--- src/rtl/ring_nic.sv ---
// ring_nic: network interface between one processing element and the PE port
// of its ring router. It has a one-entry input (ejection) buffer that the
// processor reads and a one-entry output (injection) buffer that the processor
// writes. Injection is gated by the packet's VC bit so that even packets leave
// only on even cycles and odd packets leave only on odd cycles.
module ring_nic #(
    parameter int DW = 64
) (
    input  logic          clk,
    input  logic          reset,
    input  logic [1:0]    addr,
    input  logic [DW-1:0] d_in,
    output logic [DW-1:0] d_out,
    input  logic          nicEn,
    input  logic          nicWrEn,
    input  logic          net_si,
    output logic          net_ri,
    input  logic [DW-1:0] net_di,
    output logic          net_so,
    input  logic          net_ro,
    output logic [DW-1:0] net_do,
    input  logic          net_polarity
);

    localparam logic [1:0] AddrInBuf     = 2'b00;
    localparam logic [1:0] AddrInStatus  = 2'b01;
    localparam logic [1:0] AddrOutBuf    = 2'b10;
    localparam logic [1:0] AddrOutStatus = 2'b11;

    logic [DW-1:0] inBuf_q,   inBuf_d;
    logic          inFull_q,  inFull_d;
    logic [DW-1:0] outBuf_q,  outBuf_d;
    logic          outFull_q, outFull_d;
    logic [DW-1:0] dOut_q,    dOut_d;

    logic readEn;
    logic writeEn;
    logic capture;
    logic inject;

    // Decode processor access, ejection capture and injection for this cycle.
    always_comb begin
        readEn  = nicEn & ~nicWrEn;
        writeEn = nicEn &  nicWrEn;
        capture = net_si & ~inFull_q;
        inject  = outFull_q & net_ro & (net_polarity == outBuf_q[DW-1]);
    end

    // Input buffer: capture an ejected packet when empty; a read of the buffer
    // register frees it. The two never collide because capture needs empty.
    always_comb begin
        inBuf_d  = inBuf_q;
        inFull_d = inFull_q;
        if (readEn && (addr == AddrInBuf)) begin
            inFull_d = 1'b0;
        end
        if (capture) begin
            inBuf_d  = net_di;
            inFull_d = 1'b1;
        end
    end

    // Output buffer: a processor write fills it only when empty, otherwise the
    // write is dropped; a completed injection frees it.
    always_comb begin
        outBuf_d  = outBuf_q;
        outFull_d = outFull_q;
        if (inject) begin
            outFull_d = 1'b0;
        end
        if (writeEn && (addr == AddrOutBuf) && !outFull_q) begin
            outBuf_d  = d_in;
            outFull_d = 1'b1;
        end
    end

    // Registered read data; holds its value when no read is issued.
    always_comb begin
        dOut_d = dOut_q;
        if (readEn) begin
            case (addr)
                AddrInBuf:     dOut_d = inBuf_q;
                AddrInStatus:  dOut_d = {{(DW-1){1'b0}}, inFull_q};
                AddrOutBuf:    dOut_d = '0;
                AddrOutStatus: dOut_d = {{(DW-1){1'b0}}, outFull_q};
                default:       dOut_d = dOut_q;
            endcase
        end
    end

    // State registers with synchronous reset that discards any buffered packets.
    always_ff @(posedge clk) begin
        if (reset) begin
            inBuf_q   <= '0;
            inFull_q  <= 1'b0;
            outBuf_q  <= '0;
            outFull_q <= 1'b0;
            dOut_q    <= '0;
        end else begin
            inBuf_q   <= inBuf_d;
            inFull_q  <= inFull_d;
            outBuf_q  <= outBuf_d;
            outFull_q <= outFull_d;
            dOut_q    <= dOut_d;
        end
    end

    assign d_out  = dOut_q;
    assign net_ri = ~inFull_q;
    assign net_so = inject;
    assign net_do = outBuf_q;

endmodule

--- config.mk ---
export PLATFORM = sky130hd
export DESIGN_NAME = ring_nic
export DESIGN_NICKNAME = d
export VERILOG_FILES = /design/src/rtl/ring_nic.sv
export SDC_FILE = /design/constraint.sdc
export NUM_CORES = 1
export LEC_CHECK = 0
export BUFFER_PORTS_ARGS = -buffer_cell sky130_fd_sc_hd__clkbuf_2
export CAP_MARGIN = 25
export CORE_ASPECT_RATIO = 0.9
export CORE_MARGIN = 2
export CORE_UTILIZATION = 35
export DETAILED_ROUTE_END_ITERATION = 10
export HOLD_SLACK_MARGIN = 0.1
export SYNTH_ARGS = -nofsm -noshare
export SYNTH_HDL_FRONTEND = slang
export SYNTH_SLANG_ARGS = --single-unit
--- constraint.sdc ---
create_clock -name clk -period 2.2 [get_ports clk]
set_input_delay 0.44 -clock clk [delete_from_list [all_inputs] [get_ports clk]]
set_output_delay 0.44 -clock clk [all_outputs]
set_load 0.02 [all_outputs]
; After elaboration in Yosys (flattened, before gate mapping)
; Cells that the tools add are included.
[word_totals]
elab_cells = 28
out_inout_bits = 130
ff_bits = 194
[op_classes]
muxes = 5
bitwise = 7
n_reduce_logical = 7
eq_ne = 4
[ops]
columns = cell, n
row1 = case mux 64 bit (4 select lines), 1
row2 = AND 1 bit, 5
row3 = equality test 2 bit (second input constant), 2
row4 = 2-to-1 mux 1 bit, 4
row5 = nonzero test 2 bit, 2
row6 = logical AND 1 bit, 3
row7 = equality test 2 x 1 -> 1 bit (second input constant), 1
row8 = zero test 2 bit, 1
row9 = NOT 1 bit, 2
row10 = equality test 1 bit, 1
row11 = zero test 1 bit, 1

; Longest topological paths before layout
[logic_depth]
ltp_word = 5
ltp_mapped = 5
depth_no_buf = 3

; Worst setup path before layout
; OpenSTA, ideal clock, no wires.
[synth_timing]
kind = register -> output
start = register outBuf_q[63], in the netlist net_do[63]
end = output port net_so
required_ps = 1760
arrival_ps = 883
n_path_buf = 0
path_slack_ps = 877
path_stages_with_launch = 3
path_cell_list = dfxtp_1 > xnor2_1 > and3_1
[synth_via]
elab_chain_cells = 2
[synth_lines]
columns = item, line_no
row1 = from (decl), 32  ; logic [DW-1:0] outBuf_q, outBuf_d;
row2 = from (signal assigned), 102  ; outBuf_q <= outBuf_d;
row3 = equality test 1 bit, 46  ; inject = outFull_q & net_ro & (net_polarity == outBuf_q[DW-1]);
row4 = AND 1 bit, 46
row5 = to (decl), 19  ; output logic net_so,
; Every way passes these cells.

; Final worst setup path
; Same ends and word-level chain as after synthesis.

==> qor.csv <==
metric,value,unit
status,"finished, final reports clean",
num_rows,50,
wl_per_cell,13.8,µm
min_period,1.81,ns
cts_setup_buffers,0,
whs_path_depth,3,
clock-sinks,194,
io_buffers,266,
slowest_stage,dfxtp_1,
crit_family,flip-flops,
synth_area_leaders,"dfxtp_1 52%, nand2b_1 11%, mux2i_1 8.8%",
required,1.76,ns
worstReg2RegStart,inFull_q,
grt_first_pass_wirelength,29200,µm
synth.area.mux_share,0.0879,
yosys.area_share.simple,0.215,
core,0.0208,mm²
synth_common_cells,"194 x dfxtp_1, 130 x nand2_1, 130 x nand2b_1, 65 x mux2i_1",
die_x,157,µm
slew_viol_final,0,
vias,6012,
drive_above_1_share,0.318,
yosysWarnings,0,
die_y,142,µm
power_density,759,mW/mm²
clk_latency,0.43,ns
end_kind,primary output,
drc,0,
seq_area,0.00388,mm²
synth_seq_cells,194,
syn-num-nets,922,
fin_crit_sh,0.821,
fin_skew,0.0101,ns
hold_viol,0,
crit_arrival,1.37,ns
grt-ovfl-total,0,
cts_hold_buffers,0,
r2r_cells,4,
p_leak,4.01,nW
clk_path_buf_depth,2,
dieArea,0.0223,mm²
ant_nets,0,
slowest_delay,0.34,ns
synthDominantCellAreaShare,0.525,
synth_edf_count,0,
first_global_vias,5721,
syn_avg_cell_area,9.43,µm²
antenna_cells,0,
tightest_slew,0.546,ns
fin_nets,1161,
root_buffer,clkbuf_16,
final.fill_count,2096,
seq_area_frac_synth,0.525,
via_per_inst,4.55,
grt_max_degree,86,
clk_pin_slew,0.08,ns
wl,18300,µm
holdCritStartpoint,net_di[48],
rsz0062_at_grt,false,
multi_input_area,0.00315,mm²
hpwlAfterDp,12300,µm
crit_chain,"xnor2_1, and3_1, clkbuf_2",
synth.most_common_cell,dfxtp_1,
ios,267,
synth_xor_area_frac,0.00118,
synthCells,785,
cts_tree,done,
place_congestion,0.701,
synth-compound-area-share,0.118,
async_flop_share,0,
r2r-end,inBuf_q[19],
cts_resized,0,
drt_iter0_markers,325,
path_max_fanout,3,
worstHoldEndpoint,inBuf_q[48],
synthDistinctLibCells,25,
path_class,reg -> out,
synth_adder_area_share,0,
synth_area,0.00740,mm²
peakVddDrop,0.375,mV
start_util,0.357,
synth_top_family_by_area,simple AND/OR/NAND/NOR gates,
path_buf_inv,1,
yosysTopAreaCell,dfxtp_1,
finalSetupViolCount,0,
setup-tns-final,0,ns
hold_ws,0.221,ns
slew-limit-headroom,0.636,
worstSetupStartpointType,register,
ff2ff_setup_slack,0.73,ns
numCtsBuffers,17,
fmaxAchievable,554,MHz
track_usage,0.164,
cts_max_level,4,
min-delay-path-class,in -> reg,
syn_to_final_growth,29.2,%
first_pass_iters,5,
ys.flop_type,dfxtp_1,
cap_violations,0,
antenna_found_initial,1,
-- final cells by class --
cell class / count / area share
well taps: 286 / 0.0374
clock inverters: 14 / 0.0150
multi-input cells: 527 / 0.329
flip-flops and latches: 194 / 0.406
clock buffers: 17 / 0.0445
inverters: 1 / 0.000392
repair buffers: 283 / 0.167
-- stage by stage --
step | utilization | power [mW] | instance area [µm²] | setup slack (ns) | instances
final | 0.461 | 7.27 | 9570 | 0.395 | 1322
after floorplan | - | 4.11 | 7400 | 0.877 | 785
after detailed placement | 0.433 | 4.38 | 9000 | 0.414 | 1291
after global placement | 0.433 | 4.37 | 9000 | 0.453 | 1291
after CTS | 0.461 | 7.39 | 9570 | 0.317 | 1322
after global routing | 0.461 | 7.61 | 9570 | 0.266 | 1322
-- state kept, by name (all words and copies together) (netlist names) --
signal     flops
d_out         64
inBuf_q       64
net_do        64
outFull_q      1
inFull_q       1
-- cells in the final DEF (no fill, tap or decap), drive strengths merged --
master	n
a211oi	1
o21ba	1
nor2b	1
clkinv	5
xnor2	1
a22oi	63
nand2	130
buf	18
and3	1
nor4b	1
a31oi	1
inv	7
clkinvlp	3
nand2b	130
nor2	65
a21boi	1
a21oi	64
mux2i	65
clkbuf	282
dfxtp	194
or3b	1
nand4b	1
-- worst max path at each step --
stage | startpoint | depth (start not counted) | slack, ns | endpoint
6_report | net_do[63] | 3 | 0.39 | net_so
5_1_grt | net_do[63] | 3 | 0.27 | net_so
4_1_cts | net_do[63] | 3 | 0.32 | net_so
3_5_place_dp | addr[0] | 5 | 0.41 | net_do[17]
3_3_place_gp | addr[0] | 5 | 0.45 | net_do[18]
2_1_floorplan | net_do[63] | 2 | 0.88 | net_so
-- worst reg2reg max path, cell delays in order (launching register included) --
cell and delay (ns):
dfxtp_1 0.48, nand2b_2 0.18, buf_4 0.45, nand2_1 0.15, a21oi_1 0.15
-- metal layers --
metal | global-route usage | part of all wire | routed length (µm)
met5 | 0 | 0 | 0
met4 | 0.0416 | 0.0091 | 166
met3 | 0.0710 | 0.099 | 1800
met2 | 0.257 | 0.45 | 8130
met1 | 0.207 | 0.45 | 8160
-- where the power goes --
part	internal [mW]	total [mW]	switching (mW)	leakage [nW]
clock network	1.50	2.98	1.48	0.269
logic	0.275	0.617	0.343	2.16
registers	3.61	3.67	0.0543	1.58
-- cell families (layout without fill, tap and decap cells) --
| kind of cell | after synthesis | in the layout |
|---|---|---|
| flops | 194 | 194 |
| mux | 65 | 65 |
| buf+inv | 64 | 315 |
| simple gates | 330 | 330 |
| xor+xnor | 1 | 1 |
| compound gates | 131 | 131 |
(Power assumes the default switching activity.)
